File: src/rtl/delay_pipe_arbiter_pkg.sv
`default_nettype none
// ============================================================================
//  Module      : delay_pipe_arbiter_pkg
//  Description : Shared helpers for the delay-pipe arbiter slice. Holds the
//                elaboration-time log2 helper used to size ID and counter
//                fields.
//  Revision    : 1.0 - initial release
// ============================================================================
package delay_pipe_arbiter_pkg;

    // Ceiling log2 evaluated at elaboration; returns 0 for values <= 1.
    function automatic int dpa_clog2(input int value);
        int result;
        int span;
        result = 0;
        span   = 1;
        while (span < value) begin
            span   = span * 2;
            result = result + 1;
        end
        return result;
    endfunction

endpackage : delay_pipe_arbiter_pkg
`default_nettype wire

File: src/rtl/delay_pipe_arbiter_rr_arbiter.sv
`default_nettype none
// ============================================================================
//  Module      : rr_arbiter
//  Description : Combinational round-robin picker. Scans indices starting at
//                the pointer, wrapping modulo NREQ, and selects the first
//                eligible one. Produces a one-hot grant and its encoded index
//                (index is 0 when nothing is granted).
//  Revision    : 1.0 - initial release
// ============================================================================
module rr_arbiter
    import delay_pipe_arbiter_pkg::*;
#(
    parameter  int NREQ = 4,
    localparam int IDW  = dpa_clog2(NREQ)
) (
    input  logic [NREQ-1:0] i_eligible,
    input  logic [IDW-1:0]  i_ptr,
    output logic [NREQ-1:0] o_grant,
    output logic [IDW-1:0]  o_grant_idx,
    output logic            o_grant_any
);

    // One extra bit so ptr + offset never overflows before the wrap.
    localparam logic [IDW:0] c_nreq = (IDW+1)'(NREQ);

    logic [IDW:0]   w_sum;
    logic [IDW-1:0] w_sel;

    // Walk the ring from the pointer; the first eligible index wins.
    always_comb begin
        o_grant     = '0;
        o_grant_idx = '0;
        o_grant_any = 1'b0;
        w_sum       = '0;
        w_sel       = '0;
        for (int k = 0; k < NREQ; k++) begin
            w_sum = {1'b0, i_ptr} + (IDW+1)'(k);
            if (w_sum >= c_nreq) begin
                w_sum = w_sum - c_nreq;
            end
            w_sel = w_sum[IDW-1:0];
            if (!o_grant_any && i_eligible[w_sel]) begin
                o_grant[w_sel] = 1'b1;
                o_grant_idx    = w_sel;
                o_grant_any    = 1'b1;
            end
        end
    end

endmodule : rr_arbiter
`default_nettype wire

File: src/rtl/delay_pipe_arbiter.sv
`default_nettype none
// ============================================================================
//  Module      : delay_pipe_arbiter
//  Description : Shares a fixed-latency, non-stalling pipelined datapath
//                between NREQ requesters. Grants at most one issue per cycle
//                in round-robin order, follows each issue through a LATENCY
//                deep tag pipeline and pulses the owner's done line when its
//                result leaves the datapath. A per-requester outstanding
//                counter caps in-flight work at MAX_OUT.
//  Revision    : 1.0 - initial release
// ============================================================================
module delay_pipe_arbiter
    import delay_pipe_arbiter_pkg::*;
#(
    parameter  int NREQ    = 4,
    parameter  int LATENCY = 3,
    parameter  int MAX_OUT = 2,
    localparam int IDW     = dpa_clog2(NREQ)
) (
    input  logic            clk,
    input  logic            rst_n,
    input  logic [NREQ-1:0] req,
    output logic [NREQ-1:0] grant,
    output logic            unit_valid,
    output logic [IDW-1:0]  unit_sel,
    output logic [NREQ-1:0] done,
    output logic [IDW-1:0]  done_id,
    output logic            busy
);

    localparam int             c_cnt_w    = dpa_clog2(MAX_OUT + 1);
    localparam logic [c_cnt_w-1:0] c_max_out = c_cnt_w'(MAX_OUT);
    localparam logic [IDW-1:0] c_last_idx = IDW'(NREQ - 1);

    logic [IDW-1:0]     r_ptr;
    logic [NREQ-1:0]    w_eligible;
    logic [NREQ-1:0]    w_grant;
    logic [IDW-1:0]     w_grant_idx;
    logic               w_grant_any;
    logic [LATENCY-1:0] r_tag_valid;
    logic [IDW-1:0]     r_tag_id [LATENCY];
    logic [c_cnt_w-1:0] r_out_cnt [NREQ];

    // Eligibility uses the registered count only, so a same-cycle done never
    // feeds back into grant. Gating with rst_n forces grant low in reset.
    generate
        for (genvar gi = 0; gi < NREQ; gi++) begin : g_elig
            assign w_eligible[gi] = rst_n & req[gi] & (r_out_cnt[gi] < c_max_out);
        end
    endgenerate

    rr_arbiter #(
        .NREQ        (NREQ)
    ) u_rr_arbiter (
        .i_eligible  (w_eligible),
        .i_ptr       (r_ptr),
        .o_grant     (w_grant),
        .o_grant_idx (w_grant_idx),
        .o_grant_any (w_grant_any)
    );

    assign grant      = w_grant;
    assign unit_valid = w_grant_any;
    assign unit_sel   = w_grant_idx;

    // Round-robin pointer moves just past the winner; holds when idle.
    always_ff @(posedge clk) begin
        if (!rst_n) begin
            r_ptr <= '0;
        end else if (w_grant_any) begin
            r_ptr <= (w_grant_idx == c_last_idx) ? '0 : w_grant_idx + IDW'(1);
        end
    end

    // Tag pipeline mirrors the datapath stages; it never stalls.
    always_ff @(posedge clk) begin
        if (!rst_n) begin
            r_tag_valid <= '0;
            for (int s = 0; s < LATENCY; s++) begin
                r_tag_id[s] <= '0;
            end
        end else begin
            r_tag_valid[0] <= w_grant_any;
            r_tag_id[0]    <= w_grant_idx;
            for (int s = 1; s < LATENCY; s++) begin
                r_tag_valid[s] <= r_tag_valid[s-1];
                r_tag_id[s]    <= r_tag_id[s-1];
            end
        end
    end

    // Decode the last tag stage into the one-hot done pulse and its index.
    always_comb begin
        done    = '0;
        done_id = '0;
        for (int i = 0; i < NREQ; i++) begin
            done[i] = r_tag_valid[LATENCY-1] && (r_tag_id[LATENCY-1] == IDW'(i));
        end
        if (r_tag_valid[LATENCY-1]) begin
            done_id = r_tag_id[LATENCY-1];
        end
    end

    // Per-requester outstanding counters: +1 on issue, -1 on completion.
    generate
        for (genvar gc = 0; gc < NREQ; gc++) begin : g_cnt
            always_ff @(posedge clk) begin
                if (!rst_n) begin
                    r_out_cnt[gc] <= '0;
                end else begin
                    case ({w_grant[gc], done[gc]})
                        2'b10:   r_out_cnt[gc] <= r_out_cnt[gc] + c_cnt_w'(1);
                        2'b01:   r_out_cnt[gc] <= r_out_cnt[gc] - c_cnt_w'(1);
                        default: r_out_cnt[gc] <= r_out_cnt[gc];
                    endcase
                end
            end
        end
    endgenerate

    assign busy = |r_tag_valid;

endmodule : delay_pipe_arbiter
`default_nettype wire
File: config.mk
export PLATFORM = sky130hd
export DESIGN_NAME = delay_pipe_arbiter
export DESIGN_NICKNAME = d
export VERILOG_FILES = /design/src/rtl/delay_pipe_arbiter_pkg.sv /design/src/rtl/delay_pipe_arbiter_rr_arbiter.sv /design/src/rtl/delay_pipe_arbiter.sv
export SDC_FILE = /design/constraint.sdc
export NUM_CORES = 1
export LEC_CHECK = 0
export ABC_CLOCK_PERIOD_IN_PS = 5100
export CAP_MARGIN = 10
export CORE_AREA = 2 2 56 58
export CTS_CLUSTER_DIAMETER = 150
export CTS_CLUSTER_SIZE = 25
export DETAILED_ROUTE_END_ITERATION = 8
export DIE_AREA = 0 0 58 60
export PLACE_DENSITY = 0.72
export REMOVE_ABC_BUFFERS = 1
export SYNTH_ARGS = -nofsm -noshare
export SYNTH_HDL_FRONTEND = slang
export SYNTH_SLANG_ARGS = --single-unit
File: constraint.sdc
create_clock -name clk -period 5.1 [get_ports clk]
set_clock_uncertainty 0.05 [all_clocks]
set_input_delay 1.02 -clock clk [delete_from_list [all_inputs] [get_ports clk]]
set_output_delay 1.02 -clock clk [all_outputs]
set_load 0.05 [all_outputs]
=== Word level (Yosys, flattened, before mapping) ===
Memories as Yosys holds them, arrays and structs flattened.
Index checks and enable logic that the tools add are counted.

* Flip-flop bits (word level): 5
* Memory bits (writable): 14
* Bits of input ports: 6
* Output and inout bits: 14
* Word-level logic and storage cells: 181
* Memories kept: 2

* Add/sub/neg operators: 16
* Magnitude comparators: 16
* Equality and inequality tests: 12
* Multiplexer cells: 87
* Bitwise gates (word level): 26
* Reductions and logical operators: 20

{| class="wikitable"
|+ Memories
! name !! depth !! bits a word !! rd ports !! clocked after memory_dff !! write ports !! line !! text
|-
| r_out_cnt || 4 || 2 || 4 || 0 || 4 || delay_pipe_arbiter.sv:42 || <nowiki>logic [c_cnt_w-1:0] r_out_cnt [NREQ];</nowiki>
|-
| r_tag_id || 3 || 2 || 3 || 0 || 3 || delay_pipe_arbiter.sv:41 || <nowiki>logic [IDW-1:0] r_tag_id [LATENCY];</nowiki>
|}

{| class="wikitable"
|+ Operator list
! operator !! count
|-
| $mux 1 || 50
|-
| $mux 2 || 25
|-
| $mux 4 || 4
|-
| $sub 2x1->2 const B || 8
|-
| $or 1x1->1 || 15
|-
| $eq 2x2->1 const B || 7
|-
| $lt 2x3->1 const B || 4
|-
| $or 4x4->4 || 3
|-
| $logic_and 1x1->1 || 11
|-
| $add 2x1->2 const B || 5
|-
| $eq 2x1->1 const B || 5
|-
| $ge 3x3->1 const B || 3
|-
| $and 1x1->1 || 8
|-
| $bmux 1 s2 || 4
|-
| $demux 1 s2 || 4
|-
| $ge 2x1->1 const B || 4
|-
| $lt 2x2->1 const B || 4
|-
| $reduce_or 2->1 || 4
|-
| $add 2x2->3 const B || 2
|-
| $add 2x1->3 const B || 1
|-
| $ge 2x3->1 const B || 1
|-
| $logic_not 1->1 || 3
|-
| $reduce_or 3->1 || 1
|-
| $logic_not 2->1 || 1
|}

=== Depth between registers and ports, before layout ===
An unclocked memory read counts as a cell.

* Word-level depth: 22
* Mapped depth: 11
* Gate-level depth less buffers: 11

=== Hierarchy ===
A second synthesis with hierarchy kept.

* Cell total of the unflattened synthesis: 140
* Area, all modules: 1391.3 um2

{| class="wikitable"
|+ Modules (own cells, without submodules)
! module !! times used !! cells each !! area each (um2) !! sequential area each (um2)
|-
| delay_pipe_arbiter || 1 || 95 || 969.7 || 460.4
|-
| rr_arbiter || 1 || 45 || 421.7 || 0.0
|}

=== Worst setup path after synthesis ===
Ideal clock, no wire load.

* Path type: input port to output port
* From: input rst_n
* To: output grant[0]
* Arrival: 2385 ps
* Required time: 4030 ps
* Setup slack: 1645 ps
* Cell stages on the path: 6
* Path buffers: 0
* Path through: nand2_2 o22a_4 or3_1 a21boi_2 nand2_1 nand3_1

* Longest elaborated chain between the ends: 14

{| class="wikitable"
|+ Ends and longest elaborated chain
! element !! line !! text
|-
| start: declaration || delay_pipe_arbiter.sv:21 || <nowiki>input logic rst_n,</nowiki>
|-
| $and 1x1->1 (2 in series) || delay_pipe_arbiter.sv:48 || <nowiki>assign w_eligible[gi] = rst_n & req[gi] & (r_out_cnt[gi] < c_max_out);</nowiki>
|-
| $bmux 1 s2 || delay_pipe_arbiter_rr_arbiter.sv:42 || <nowiki>if (!o_grant_any && i_eligible[w_sel]) begin</nowiki>
|-
| $mux 1 (not written as such) || delay_pipe_arbiter_rr_arbiter.sv:42 ||
|-
| $mux 1 || delay_pipe_arbiter_rr_arbiter.sv:42 ||
|-
| $logic_not 1->1 || delay_pipe_arbiter_rr_arbiter.sv:42 ||
|-
| $logic_and 1x1->1 || delay_pipe_arbiter_rr_arbiter.sv:42 ||
|-
| $mux 1 || delay_pipe_arbiter_rr_arbiter.sv:42 ||
|-
| $logic_not 1->1 || delay_pipe_arbiter_rr_arbiter.sv:42 ||
|-
| $logic_and 1x1->1 || delay_pipe_arbiter_rr_arbiter.sv:42 ||
|-
| $mux 1 || delay_pipe_arbiter_rr_arbiter.sv:42 ||
|-
| $logic_not 1->1 || delay_pipe_arbiter_rr_arbiter.sv:42 ||
|-
| $logic_and 1x1->1 || delay_pipe_arbiter_rr_arbiter.sv:42 ||
|-
| $mux 4 * || delay_pipe_arbiter_rr_arbiter.sv:42 ||
|-
| end: declaration || delay_pipe_arbiter.sv:23 || <nowiki>output logic [NREQ-1:0] grant,</nowiki>
|}

Mark *: on every way between the ends. The rest lies on a longest branch, timed or not. The select of a mux whose other input is x is not followed.

=== Final worst setup path ===
* From: input rst_n
* To: output unit_sel[1]

* Longest elaborated chain between the ends: 14

{| class="wikitable"
|+ Ends and longest elaborated chain
! element !! line !! text
|-
| $and 1x1->1 (2 in series) || delay_pipe_arbiter.sv:48 ||
|-
| $bmux 1 s2 || delay_pipe_arbiter_rr_arbiter.sv:42 ||
|-
| $mux 1 (not written as such) || delay_pipe_arbiter_rr_arbiter.sv:42 ||
|-
| $mux 1 || delay_pipe_arbiter_rr_arbiter.sv:42 ||
|-
| $logic_not 1->1 || delay_pipe_arbiter_rr_arbiter.sv:42 ||
|-
| $logic_and 1x1->1 || delay_pipe_arbiter_rr_arbiter.sv:42 ||
|-
| $mux 1 || delay_pipe_arbiter_rr_arbiter.sv:42 ||
|-
| $logic_not 1->1 || delay_pipe_arbiter_rr_arbiter.sv:42 ||
|-
| $logic_and 1x1->1 || delay_pipe_arbiter_rr_arbiter.sv:42 ||
|-
| $mux 1 || delay_pipe_arbiter_rr_arbiter.sv:42 ||
|-
| $logic_not 1->1 || delay_pipe_arbiter_rr_arbiter.sv:42 ||
|-
| $logic_and 1x1->1 || delay_pipe_arbiter_rr_arbiter.sv:42 ||
|-
| $mux 2 * || delay_pipe_arbiter_rr_arbiter.sv:42 ||
|-
| end: declaration || delay_pipe_arbiter.sv:25 || <nowiki>output logic [IDW-1:0] unit_sel,</nowiki>
|}

Marked as above.

==> impl_metrics.ini <==
[clocking]
cts_buffers = 3
cts_max_level = 1
cts_root_buf = clkbuf_4
post_cts_resized = 0
cts_tree = yes
cts_setup_buffers = 0
clock-sinks = 19
cts_hold_buf = 0
insertion_delay_ns = 0.30
cts.clk_slew.worst_paths_ns = 0.11
clk_path_buf_depth = 2

[logic_synthesis]
synth-edff-count = 8
synth_area_um2 = 1390
ys.flop_type = dfxtp_1
ys_types = 36
postSynthRegisterBits = 19
async_flop_share = 0
synthCells = 147
ys_warn_count = 0
synth.avg_cell_area_um2 = 9.43
seq_area_frac_synth = 0.332

[final_layout]
most-common-layout-cells = ha_1 (17), nand2_1 (14), clkdlybuf4s50_1 (14), dfxtp_1 (11)
nFillCells = 260
diodes = 0
mostFrequentLayoutCell = ha_1
syn2layout_area_growth_pct = 20.5
fin_nets = 193
layout-drive-gt1-share = 0.130

[placement]
portBuffers = 19
gp_congestion = 0.889
dp_hpwl_um = 2100

[timing]
setup_viol = 0
tightest_slew_ns = 0.501
finalCritPeriodShare = 0.852
fmax_ghz = 0.230
post-route-min-period_ns = 4.34
timing.hold.ws_ns = 0.396
slew_headroom = 0.665
rsz0062_at_grt = false
hold_viol = 0
tns_ns = 0
timing.final.max_slew_violations = 0

[floorplan]
initial_core_util = 0.478
die_area_um2 = 3480
die_x_um = 58
ios = 20
die_h_um = 60
fp.coreArea_um2 = 2900
num_rows = 20

[power_and_ir_drop]
internal_power_w = 0.000462
ir_drop_v = 0.000384
p_per_area_nw_per_um2 = 526
p_leak_nw = 0.678
p_sw_frac = 0.474
switchingPower_w = 0.000417
comb_power_share = 0.635
clkPwrFrac = 0.088
p_seq_frac = 0.277

[outcome]
status = finished, final reports clean

[worst_setup_path]
start_kind = input pin
slowest_stage = clkdlybuf4s50_1
arrival_ns = 3.27
end_kind = primary output
critPathTopFamily = buffers and inverters
worstReg2RegStart = r_ptr[0]
worstPathRequired_ns = 4.03
reg2reg_depth = 8
rrSetupSlack_ns = 1.95
crit_path_frequent_cell = clkdlybuf4s50_1
worstPathCellList = clkdlybuf4s50_1 > nand2_2 > o22ai_2 > o21ai_0 > a21oi_1 > clkdlybuf4s50_1
slowest_delay_ns = 0.84
r2r-end = r_out_cnt[2][0]
path_max_fanout = 6
critPathBufInv = 2
critPathKind = input pin to primary output

[detailed_routing]
vias = 1088
wire_per_inst_um = 13.2
drc_errors = 0
vias_per_cell = 5.39
drt-total-wl_um = 2660
drtPass1Iterations = 4
dr.first_iter.drc_count = 48
ant_nets = 0

[global_route]
grt_max_degree = 18
grt_pass1_vias = 1018
grt_pass1_wl_um = 4310
track_usage = 0.163
overflow = 0
antenna_found_initial = 0

[flow_run]
cap_viol_max_count = 0

[min_path]
hold_depth = 1
hold_class = flop to flop
hp-start = r_tag_id[0][1]
holdPathEnd = r_tag_id[0][3]
## worst max-delay path by stage
stage | start | endpoint | slack [ns] | cells after the start
floorplan | rst_n | grant[0] | 1.64 | 6
global placement | rst_n | unit_sel[1] | 0.86 | 6
detailed placement | rst_n | unit_sel[1] | 0.78 | 6
CTS | rst_n | unit_sel[1] | 0.77 | 6
global route | rst_n | unit_sel[1] | 0.65 | 7
finish | rst_n | unit_sel[1] | 0.76 | 6
## worst reg2reg max path: stages (launching register included)
cell and delay, ns:
dfxtp_1 0.59, inv_1 0.21, ha_1 0.40, or3b_1 0.43
a21oi_2 0.26, nand2_1 0.10, and3_1 0.19, ha_1 0.32
o21ai_0 0.29
## cells by family (layout without fill, tap and decap cells)
| kind of cell | count (synthesis) | count (layout) | share of synthesized area |
|---|---|---|---|
| AO/OA/AOI/OAI | 25 | 25 | 0.139 |
| XOR/XNOR | 5 | 5 | 0.0316 |
| multiplexers | 5 | 5 | 0.0469 |
| adder cells (fa/ha/maj) | 17 | 17 | 0.153 |
| buffers and inverters | 8 | 30 | 0.0217 |
| AND/OR/NAND/NOR | 68 | 68 | 0.275 |
| flip-flops | 19 | 19 | 0.332 |
## metrics by stage
step | cells | worst slack (ns) | util | area (um2) | power, W
floorplan | 145 | 1.64 | - | 1380 | 0.000635
global placement | 198 | 0.857 | 0.566 | 1640 | 0.000790
detailed placement | 198 | 0.783 | 0.566 | 1640 | 0.000803
CTS | 202 | 0.770 | 0.575 | 1670 | 0.000882
global route | 202 | 0.653 | 0.575 | 1670 | 0.000937
finish | 202 | 0.755 | 0.575 | 1670 | 0.000878
## power by group through the flow
stage          Clock [W]  Sequential [W]  Combinational, W
2_1_floorplan          0        0.000234          0.000401
6_report       0.0000773        0.000243          0.000558
5_1_grt        0.0000868        0.000248          0.000603
3_3_place_gp           0        0.000244          0.000546
4_1_cts        0.0000804        0.000242          0.000560
3_5_place_dp           0        0.000246          0.000557
## flip-flops by register name (all words and copies together) (netlist names)
signal,cells
r_out_cnt,8
r_tag_id,6
r_tag_valid,3
r_ptr,2
## per-layer routing
layer | vias to the layer above | GRT usage | wire (um)
li1 | 564 | - | -
met5 | - | 0 | 0
met2 | 26 | 0.282 | 1260
met4 | 0 | 0.0664 | 17
met3 | 2 | 0.0238 | 116
met1 | 496 | 0.204 | 1260
## final cells by class
type / instances / area, um2 / share of cell area
timing repair buffer: 20 / 223 / 0.133
clock buffer: 3 / 22.5 / 0.0135
multi-input combinational: 120 / 896 / 0.536
tap: 33 / 41.3 / 0.0247
clock inverter: 1 / 5.00 / 0.00300
sequential: 19 / 460 / 0.276
inverter: 6 / 22.5 / 0.0135
## cell usage after synthesis (3+ instances only)
cell	instances	area, um2
a21oi_1	5	25.0
inv_1	6	22.5
and3_1	4	25.0
o21ai_0	5	25.0
edfxtp_1	8	240
dfxtp_1	11	220
nor3b_1	5	37.5
a22oi_1	5	37.5
nand3_1	7	35.0
nor2b_1	5	31.3
nand2_1	14	52.6
ha_1	17	213
nand3b_1	3	22.5
and2_1	8	50.1
xnor2_1	3	26.3
nand2b_1	6	37.5
nor2_1	8	30.0
Power figures use the tool's default switching activity.
==> patch 1, RTL diff (same flow settings) <==
Reset style: asynchronous (`rst_n`), changed in 3 clocked blocks.
--- a/src/rtl/delay_pipe_arbiter.sv
+++ b/src/rtl/delay_pipe_arbiter.sv
@@ -64,7 +64,7 @@
     assign unit_sel   = w_grant_idx;
 
     // Round-robin pointer moves just past the winner; holds when idle.
-    always_ff @(posedge clk) begin
+    always_ff @(posedge clk or negedge rst_n) begin
         if (!rst_n) begin
             r_ptr <= '0;
         end else if (w_grant_any) begin
@@ -73,7 +73,7 @@
     end
 
     // Tag pipeline mirrors the datapath stages; it never stalls.
-    always_ff @(posedge clk) begin
+    always_ff @(posedge clk or negedge rst_n) begin
         if (!rst_n) begin
             r_tag_valid <= '0;
             for (int s = 0; s < LATENCY; s++) begin
@@ -104,7 +104,7 @@
     // Per-requester outstanding counters: +1 on issue, -1 on completion.
     generate
         for (genvar gc = 0; gc < NREQ; gc++) begin : g_cnt
-            always_ff @(posedge clk) begin
+            always_ff @(posedge clk or negedge rst_n) begin
                 if (!rst_n) begin
                     r_out_cnt[gc] <= '0;
                 end else begin
Behaviour: differs if rst_n is asserted again (counterexample within 4 cycles, from zero or initial values and one cycle with rst_n low); with rst_n held inactive, the same outputs for 10 cycles.
==> patch 1 against the original RTL <==
Utilization fell by 0.73 points. Power rose by 35%. Synthesized area fell by 2.8%. First-iteration DRC count fell by 15%. Via count fell by 4.0%. Global-route usage rose by 1.4 points. Hold slack got worse by 0.086 ns. Cell count fell by 12%. Routed wire length rose by 6.1%. Setup slack got worse by 0.040 ns. Final area fell by 1.3%. Sequential cell count did not move.
==> patch 1: results (changes against the original RTL) <==
latest clock arrival within the worst-skew pair=0.30 ns (about the same); Top Registers=r_out_cnt x8, r_tag_id x6, r_tag_valid x3; CTS Buffer Depth=2 (unchanged); Met3 Routed Length=75 um (-35%); global routing met1 resource utilization=23.6% (+3.2 points); most instantiated flip-flop cell in the synthesis netlist=sky130_fd_sc_hd__dfrtp_1; proportion of layout cells with a drive suffix above 1=16.6% (+3.5 points); max-capacitance violation count=0 (unchanged); post-layout net count=162 (-16%); sequential area share after synthesis=35.3% (+2.1 points); metal1 wirelength=1260 um (-0.16%); power dissipated in combinational cells=795 uW (+42%); maximum fanout along the worst path=32 (+26); H-tree level count=1 (unchanged); Lkg Pwr=0.684 nW (+0.87%); Yosys cell types=52 (+44%); power per cell area=718 nW/um^2 (+37%); synth top area cells=sky130_fd_sc_hd__dfrtp_1, sky130_fd_sc_hd__ha_1, sky130_fd_sc_hd__xnor2_1; Post CTS Setup Buffer Count=0 (unchanged); global placement routability congestion=0.801 (-9.9%); overall routing resource usage=17.8% (+1.4 points); half-perimeter wire length of the detailed placement result=2200 um (+4.8%); final wirelength=2820 um (+6.1%); Cell Area, Placed=1620 um^2 (-1.4%); Post-Route Utilization=56.8% (-0.73 points); Place WS=0.706 ns (-0.0771 ns); pin count of the biggest net entering global routing=33 (+15); relative slew slack=57.6% (-8.9 points); vias per std cell=5.87 (+8.9%); final std cells w/o fill=178 (-12%); number of detailed-routing iterations run before antenna repair=4 (unchanged); post-cts repair resize count=0 (unchanged); run status=finished, final reports clean; via count of the first global-routing pass=1030 (+1.2%); TritonCTS buffer count=3 (unchanged); clock-pin slew reported for the worst setup and hold paths after clock tree synthesis=0.11 ns (about the same); warnings from Yosys=0 (unchanged); Slowest Stage Delay on Critical Path=0.52 ns (-0.32 ns); cell types with the highest counts after synthesis=sky130_fd_sc_hd__dfrtp_1, sky130_fd_sc_hd__ha_1, sky130_fd_sc_hd__nor2_1; maximum resistive drop on vdd=0.483 mV (+26%); master of the slowest instance on the critical path=sky130_fd_sc_hd__clkdlybuf4s50_1; input/output buffers=19 (unchanged); sequential group share of total power=26.4% (-1.3 points); first-pass GRT wire length=4790 um (+11%); sw frac=48.2% (+0.73 points); filler cell count=253 (-2.7%); Placed Instances=174 (-12%); Post-Syn Instances=124 (-16%); global-route track usage on met2=30.4% (+2.1 points); Met2 Wirelength=1450 um (+15%); ANT cells=0 (unchanged); Hold Path Class=flop to flop; met3 Track Usage GR=3.25% (+0.87 points); count of routing violations after the opening detailed-route iteration=41 (-15%); Worst path top cell family by delay=compound AO/OA/AOI/OAI gates; clock root buffer=sky130_fd_sc_hd__clkbuf_4; highest metal layer with signal wires=met4; number of antenna violations at the first check in global routing=0 (unchanged); share of flip-flops with an asynchronous set or reset after synthesis=100% (+100 points)
[patch 1: cell types whose count changed in the layout (fill, tap and decap cells not counted), moves of 6 or more]
cell and delta:
sky130_fd_sc_hd__xnor2_1 +6, sky130_fd_sc_hd__ha_1 -7, sky130_fd_sc_hd__dfxtp_1 -11, sky130_fd_sc_hd__edfxtp_1 -8, sky130_fd_sc_hd__nand2b_1 -6, sky130_fd_sc_hd__dfrtp_1 +19
sky130_fd_sc_hd__nand3_1 -6, sky130_fd_sc_hd__nand2_1 -11
[patch 1: cell type report]
cell class | count | area share (%)
clock buffer | 3 | 1.37
clock inverter | 1 | 0.455
inverter | 7 | 1.59
multi-input combinational | 95 | 49.6
sequential | 19 | 28.8
tap | 33 | 2.50
timing repair buffer | 20 | 15.6
[patch 1: cell families (layout without fill, tap and decap cells)]
kind of cell / count (synthesis) / after routing / share of synthesized area [%]
xor gates and xnor gates: 13 / 13 / 8.45
adders and majority gates: 10 / 10 / 9.29
muxes: 1 / 1 / 1.67
and+or+nand+nor: 38 / 38 / 18.0
DFF: 19 / 19 / 35.3
AOI/OAI and AO/OA: 33 / 33 / 23.3
buffers and inverters: 10 / 31 / 3.99
[patch 1: path summary, 6_finish.rpt]
kind                                        from                       end  slack [ns]  depth (start not counted)
max                                        rst_n                  grant[1]        0.72                          8
min                        r_tag_id[4]$_DFF_PN0_     r_tag_id[2]$_DFF_PN0_        0.31                          0
max reg2reg                 r_ptr[0]$_DFFE_PN0P_  r_out_cnt[5]$_DFFE_PN0P_        1.50                         10
min reg2reg                r_tag_id[4]$_DFF_PN0_     r_tag_id[2]$_DFF_PN0_        0.31                          0
max in group asynchronous                  rst_n     r_tag_id[1]$_DFF_PN0_        3.59                          2
min in group asynchronous                  rst_n  r_tag_valid[2]$_DFF_PN0_        1.14                          2
==> patch 2, RTL diff (config.mk and constraints unchanged) <==
Without the edit above. `NREQ` is set to 4 in 2 places; all go to 2.
--- a/src/rtl/delay_pipe_arbiter_rr_arbiter.sv
+++ b/src/rtl/delay_pipe_arbiter_rr_arbiter.sv
@@ -10,7 +10,7 @@
 module rr_arbiter
     import delay_pipe_arbiter_pkg::*;
 #(
-    parameter  int NREQ = 4,
+    parameter  int NREQ = 2,
     localparam int IDW  = dpa_clog2(NREQ)
 ) (
     input  logic [NREQ-1:0] i_eligible,
--- a/src/rtl/delay_pipe_arbiter.sv
+++ b/src/rtl/delay_pipe_arbiter.sv
@@ -12,7 +12,7 @@
 module delay_pipe_arbiter
     import delay_pipe_arbiter_pkg::*;
 #(
-    parameter  int NREQ    = 4,
+    parameter  int NREQ    = 2,
     parameter  int LATENCY = 3,
     parameter  int MAX_OUT = 2,
     localparam int IDW     = dpa_clog2(NREQ)
Interface: changed (5 resized); port bits go from 20 to 12. The function was not compared with the original's and may differ.
==> patch 2 against the original RTL <==
Combinational power shrank 93%. Sequential cell count shrank 8. Hold slack lost 0.010 ns. Synthesized cell count shrank 62%. Routed wire length shrank 63%. Clock power shrank 25%. Non-clock buffer count shrank 9. Register-to-register slack gained 1.1 ns. Setup slack gained 0.33 ns. Power shrank 78%. Synthesized area shrank 60%. Die area is the same. Final area shrank 57%. Largest power group is now sequential cells. Critical path type unchanged.
==> patch 2: results (changes against the original RTL) <==
maximum resistive drop on vdd=0.0889 mV (-77%); number of flops mapped to enable cells by yosys=4 (-4); overall routing resource usage=6.37% (-10 points); latest clock arrival within the worst-skew pair=0.26 ns (-0.04 ns); sw frac=27.6% (-20 points); global placement routability congestion=0.690 (-22%); signal arrival time at the worst endpoint=2.95 ns (-0.32 ns); Yosys cell types=23 (-36%); hold endpoint=r_tag_id[0][2]$_SDFF_PN0_; Top Registers=r_out_cnt x4, r_tag_id x3, r_tag_valid x3; global routing met1 resource utilization=6.89% (-14 points); number of detailed-routing iterations run before antenna repair=4 (unchanged); xor and xnor area share after synthesis=3.14% (-0.020 points); Slowest Stage Delay on Critical Path=0.82 ns (-0.02 ns); via count of the first global-routing pass=404 (-60%); first-pass GRT wire length=1620 um (-62%); adder and majority cell fraction of the synthesized area=8.97% (-6.4 points); sequential area share after synthesis=46.6% (+13 points); Lkg Pwr=0.298 nW (-56%); R2R depth=7 (-1); buffer share of cell area=15.3% (+2.0 points); filler cell count=307 (+18%); Clock Power Share=29.5% (+21 points); number of buffers other than clock buffers in the final layout=11 (-45%); Met3 Routed Length=118 um (+1.7%); maximum fanout along the worst path=19 (+13); fraction of the mapped netlist area in compound gates=14.3% (+0.45 points); pin count of the biggest net entering global routing=20 (+2); global-route track usage on met2=10.6% (-18 points); comb_multi_in=38 (-68%); met3 Track Usage GR=3.68% (+1.3 points); portion of netlist area occupied by mux cells=0% (-4.7 points); count of routing violations after the opening detailed-route iteration=5 (-90%); worst flop-to-flop path endpoint=r_out_cnt[1][1]$_SDFFCE_PN0P_; start of the worst register-to-register path=r_out_cnt[1][1]$_SDFFCE_PN0P_; run status=finished, final reports clean; setup slack on the worst flop-to-flop path=3.08 ns (+1.13 ns); half-perimeter wire length of the detailed placement result=752 um (-64%); Met2 Wirelength=431 um (-66%); post-synthesis register bit count=11 (-8); proportion of layout cells with a drive suffix above 1=4.41% (-8.6 points); routed len/inst=9.83 um (-25%); metal1 wirelength=443 um (-65%); clock-pin slew reported for the worst setup and hold paths after clock tree synthesis=0.07 ns (-0.04 ns); synth top area cells=sky130_fd_sc_hd__dfxtp_1, sky130_fd_sc_hd__edfxtp_1, sky130_fd_sc_hd__ha_1; multi-input logic portion of the cell area=36.9% (-17 points); highest metal layer with signal wires=met3; proportion of cell area occupied by registers=36.2% (+8.7 points)
patch 2: stage by stage:
step	cell area [um^2]	instances	worst slack, ns	hold WS, ns	utilization (%)
3_3_place_gp	692	97	1.11	0.365	23.8
6_report	718	101	1.08	0.385	24.7
4_1_cts	718	101	1.06	0.388	24.7
2_1_floorplan	541	53	2.24	0.362	-
5_1_grt	718	101	0.981	0.414	24.7
3_5_place_dp	692	97	1.08	0.372	23.8
patch 2: worst max-delay path by stage:
stage	endpoint	cells past startpoint	slack, ns	start
finish	grant[1]	3	1.08	rst_n
global route	grant[1]	3	0.98	rst_n
CTS	grant[1]	3	1.06	rst_n
detailed placement	grant[1]	3	1.08	rst_n
global placement	grant[1]	3	1.11	rst_n
floorplan	grant[0]	3	2.24	req[1]
patch 2: cells by family after synthesis:
| kind of cell | after synthesis |
|---|---|
| buffers and inverters | 7 |
| adder cells (fa/ha/maj) | 4 |
| flip-flops | 11 |
| XOR/XNOR | 2 |
| AO/OA/AOI/OAI | 10 |
| AND/OR/NAND/NOR | 22 |
